[src/rtl/fp_round_pack.sv]
// Two-stage round-and-pack pipeline for an 8-bit {sign, exp[2:0], sig[3:0]} float.
// S1 rounds the extracted significand; S2 packs and holds the result for a valid/ready sink.
module fp_round_pack #(
    parameter int CNT_W = 8
) (
    input  logic             clk,
    input  logic             rst,
    input  logic             in_valid,
    output logic             in_ready,
    input  logic             in_sign,
    input  logic [2:0]       in_exp,
    input  logic [3:0]       in_sig,
    input  logic             in_round,
    output logic             out_valid,
    input  logic             out_ready,
    output logic [7:0]       out_fp,
    output logic [CNT_W-1:0] sat_count
);

    logic             s1_valid_q;
    logic             s1_sign_q;
    logic [2:0]       s1_exp_q;
    logic [3:0]       s1_sig_q;
    logic             s1_sat_q;

    logic             s2_valid_q;
    logic [7:0]       s2_fp_q;
    logic             s2_sat_q;

    logic [CNT_W-1:0] sat_count_q;
    logic [CNT_W-1:0] sat_count_d;

    logic             s1_advance;
    logic             s2_advance;
    logic             in_xfer;
    logic             out_xfer;

    logic [4:0]       round_sum;
    logic [2:0]       round_exp;
    logic [3:0]       round_sig;
    logic             round_sat;

    // Handshake: a stage moves when it is empty or its consumer takes its content.
    assign s2_advance = !s2_valid_q || out_ready;
    assign s1_advance = !s1_valid_q || s2_advance;
    assign in_ready   = s1_advance;
    assign in_xfer    = in_valid && in_ready;
    assign out_xfer   = s2_valid_q && out_ready;

    // Round-half-up on the dropped bit; carry out of the significand renormalises
    // to 1000 with exponent+1, or clamps to the largest magnitude at exp=7.
    always_comb begin
        round_sum = {1'b0, in_sig} + {4'b0000, in_round};
        round_exp = in_exp;
        round_sig = round_sum[3:0];
        round_sat = 1'b0;
        if (round_sum[4]) begin
            if (in_exp != 3'b111) begin
                round_exp = in_exp + 3'd1;
                round_sig = 4'b1000;
            end else begin
                round_exp = 3'b111;
                round_sig = 4'b1111;
                round_sat = 1'b1;
            end
        end
    end

    always_ff @(posedge clk or posedge rst) begin
        if (rst) begin
            s1_valid_q <= 1'b0;
            s1_sign_q  <= 1'b0;
            s1_exp_q   <= 3'b000;
            s1_sig_q   <= 4'b0000;
            s1_sat_q   <= 1'b0;
        end else if (s1_advance) begin
            s1_valid_q <= in_valid;
            if (in_valid) begin
                s1_sign_q <= in_sign;
                s1_exp_q  <= round_exp;
                s1_sig_q  <= round_sig;
                s1_sat_q  <= round_sat;
            end
        end
    end

    // Data only reloads on a real S1 result so a drained stage keeps its last value.
    always_ff @(posedge clk or posedge rst) begin
        if (rst) begin
            s2_valid_q <= 1'b0;
            s2_fp_q    <= 8'h00;
            s2_sat_q   <= 1'b0;
        end else if (s2_advance) begin
            s2_valid_q <= s1_valid_q;
            if (s1_valid_q) begin
                s2_fp_q  <= {s1_sign_q, s1_exp_q, s1_sig_q};
                s2_sat_q <= s1_sat_q;
            end
        end
    end

    always_comb begin
        sat_count_d = sat_count_q;
        if (out_xfer && s2_sat_q && (sat_count_q != {CNT_W{1'b1}})) begin
            sat_count_d = sat_count_q + {{(CNT_W-1){1'b0}}, 1'b1};
        end
    end

    always_ff @(posedge clk or posedge rst) begin
        if (rst) begin
            sat_count_q <= '0;
        end else begin
            sat_count_q <= sat_count_d;
        end
    end

    assign out_valid = s2_valid_q;
    assign out_fp    = s2_fp_q;
    assign sat_count = sat_count_q;

endmodule

[config.mk]
export PLATFORM = sky130hd
export DESIGN_NAME = fp_round_pack
export DESIGN_NICKNAME = d
export VERILOG_FILES = /design/src/rtl/fp_round_pack.sv
export SDC_FILE = /design/constraint.sdc
export NUM_CORES = 1
export LEC_CHECK = 0
export ABC_AREA = 1
export CORE_ASPECT_RATIO = 0.9
export CORE_MARGIN = 2
export CORE_UTILIZATION = 49
export CTS_BUF_LIST = sky130_fd_sc_hd__clkbuf_8 sky130_fd_sc_hd__clkbuf_16
export CTS_CLUSTER_DIAMETER = 100
export DETAILED_ROUTE_END_ITERATION = 8
export PLACE_DENSITY = 0.76
export REMOVE_ABC_BUFFERS = 1
export SETUP_SLACK_MARGIN = 0.15
export SYNTH_ARGS = -nofsm -noshare
export SYNTH_HDL_FRONTEND = slang
export SYNTH_SLANG_ARGS = --single-unit
[constraint.sdc]
create_clock -name clk -period 1.8 [get_ports clk]
set_clock_uncertainty 0.15 [all_clocks]
set_input_delay 0.36 -clock clk [delete_from_list [all_inputs] [get_ports clk]]
set_output_delay 0.36 -clock clk [all_outputs]
set_load 0.03 [all_outputs]
==> results.yml <==
synth:
  synth.distinct_cells: 22
  synth_top_area_cell: "dfrtp_1"
  syn_avg_cell_area_um2: 8.31
  ys_seq_elements: 28
  synth_ff_type: "dfrtp_1"
  yosys_warnings: 0
  synth_area_mm2: 0.00136
  postSynthCellCount: 163
  synth_top_cell_area_share: 0.517
  async_flop_share: 1.00
  synth_edf_count: 0
  synth.area.top_cells: "dfrtp_1 (52%), nand2_1 (16%), nand3_1 (7.8%)"
  yosys-top-cells-count: "nand2_1 (56), dfrtp_1 (28), nand3_1 (21)"
  yosysMostFrequentCell: "nand2_1"
  ys_seq_area_frac: 0.517
global_routing:
  grt_pass1_vias: 1046
  antenna_found_initial: 0
  grt_usage: 0.189
  grt_max_degree: 29
  grt.overflow.total: 0
  grt_pass1_wl_um: 4440
clocking:
  cts_tree: "built"
  cts_htree_levels: 1
  numCtsBuffers: 3
  cts.sinks: 28
  post-cts-setup-buffers: 0
  path_clk_slew_ns: 0.09
  clockBufferDepth: 2
  cts_root_buf: "clkbuf_8"
  clkLatencyLatePin_ns: 0.28
floorplanning:
  row_count: 18
  die-area_mm2: 0.00320
  coreArea_mm2: 0.00268
  die_w_um: 59.4
  chipHeight_um: 53.9
  pin_count: 31
  start_util: 0.506
outcome:
  status: "completed"
power:
  power_density_mw_per_mm2: 936
  peakVddDrop_v: 0.000508
  p_leak_nw: 0.890
sta:
  maxSlewHeadroom: 0.723
  setup_violations: 0
  hold_violations: 0
  rsz0062_at_grt: "true"
  whs_ns: 0.289
  finalCriticalPeriod_ns: 1.61
  finalCritPeriodShare: 0.896
  slew_violations: 0
  worst_slew_pin_slew_ns: 0.415
  fmax_mhz: 620
job:
  maxCapViolCount: 0
final_layout:
  final_layout_size_suffix_gt1_frac: 0.155
  final_nets: 218
  antenna_cells: 0
  areaGrowthSynthToFinish_pct: 30.9
  final_util: 0.662
  finalInstanceArea_mm2: 0.00177
setup_path:
  required_ns: 1.82
  critPathCaptureType: "flop"
  path_class: "input port to flop"
  arrival_ns: 1.63
  worst-path-max-fanout: 4
  worstSetupStartpointType: "input port"
drt:
  routed_via_density: 5.13
  route.detailed.drc: 0
  wl_per_cell_um: 11.9
  vias: 1179
  ant_nets: 0
  drt-total-wl_um: 2750
  dr.pass1.iters: 4
  drt_iter0_markers: 26
placed_design:
  io_buffers: 30
  routabilityCongestion: 0.776
  dpl_cell_area_mm2: 0.00171
  post-dp-hpwl_um: 2100
hold_path:
  hold_path.class: "input port to asynchronous set/reset pin"
cells in the final DEF, fill, tap and decap left out:
cell type        count
nand2_1             56
dfrtp_1             27
nand3_1             20
dlygate4sd2_1       14
inv_1               12
clkdlybuf4s50_1     11
nor2_1               8
buf_4                6
a21oi_1              5
o21ai_0              5
o21ai_1              4
clkbuf_8             4
inv_2                3
nand2_2              3
clkbuf_2             3
nand3_4              2
nand2_4              2
ha_2                 2
ha_1                 2
inv_4                1
nor2_2               1
xor2_1               1
o211ai_2             1
nor2_4               1
xnor2_1              1
nand3b_1             1
nand4_1              1
clkdlybuf4s15_1      1
buf_6                1
dfrtp_2              1
critical path, cell delays in order:
cell and delay [ns]:
clkdlybuf4s50_1 0.47, ha_2 0.18, ha_2 0.21, nand3_4 0.11, buf_4 0.16, nand3_1 0.07, nand3_1 0.07
final cells by class:
class                      instances  area (um2)
fill                             245         906
sequential                        28         702
multi-input combinational        116         603
timing repair buffer              36         314
inverter                          16        62.6
clock buffer                       4        55.1
tap                               30        37.5
metal layers:
metal	up-vias	wire length, um	global-route usage
met3	4	85	0.0361
met2	20	1350	0.317
met1	558	1270	0.239
met5	-	0	0
met4	0	37	0.0795
li1	597	-	-
cells by family (layout without fill, tap and decap cells):
group,Yosys count,count (layout),share of synthesized area
and+or+nand+nor,95,95,0.310
DFF,28,28,0.517
buffers and inverters,19,56,0.0619
AOI/OAI and AO/OA,15,15,0.0609
adders and majority gates,4,4,0.0369
xor gates and xnor gates,2,2,0.0129
metrics by stage:
step	power [mW]	TNS [ns]	worst slack [ns]	std cells
after CTS	1.67	0	0.0969	230
after floorplan	1.08	0	0.172	160
after global routing	1.75	0	0.129	230
final	1.66	0	0.187	230
after global placement	1.31	-0.466	-0.0984	226
after detailed placement	1.33	-1.06	-0.200	226
power by group:
part | switching, mW | internal, mW | leakage [nW]
sequential | 0.0679 | 0.729 | 0.347
combinational | 0.305 | 0.170 | 0.514
clock | 0.193 | 0.196 | 0.0288
what timing repair did:
action / in CTS / in global routing
hold buffers: 0 / 0
resized for setup: 23 / 14
pin swaps: 0 / 1
setup endpoints to repair: 20 / 15
final timing paths:
kind	slack, ns	cells after the start	start	endpoint
max in group asynchronous	0.94	3	rst	s1_valid_q$_DFFE_PP0P_
min in group clk	0.33	2	out_fp[5]$_DFFE_PP0P_	out_fp[5]$_DFFE_PP0P_
setup / recovery	0.19	7	in_sig[0]	s1_sig_q[0]$_DFFE_PP0P_
setup reg to reg	0.27	9	sat_count[0]$_DFFE_PP0P_	sat_count[0]$_DFFE_PP0P_
hold reg to reg	0.33	2	out_fp[5]$_DFFE_PP0P_	out_fp[5]$_DFFE_PP0P_
hold / removal	0.29	3	rst	s1_sig_q[1]$_DFFE_PP0P_
registers in the layout, summed over array words and instances (netlist names):
signal / flops
s1_sign_q: 1
s1_valid_q: 1
out_valid: 1
s1_sat_q: 1
s2_sat_q: 1
out_fp: 8
sat_count: 8
s1_sig_q: 4
s1_exp_q: 3
(Power assumes the default switching activity.)
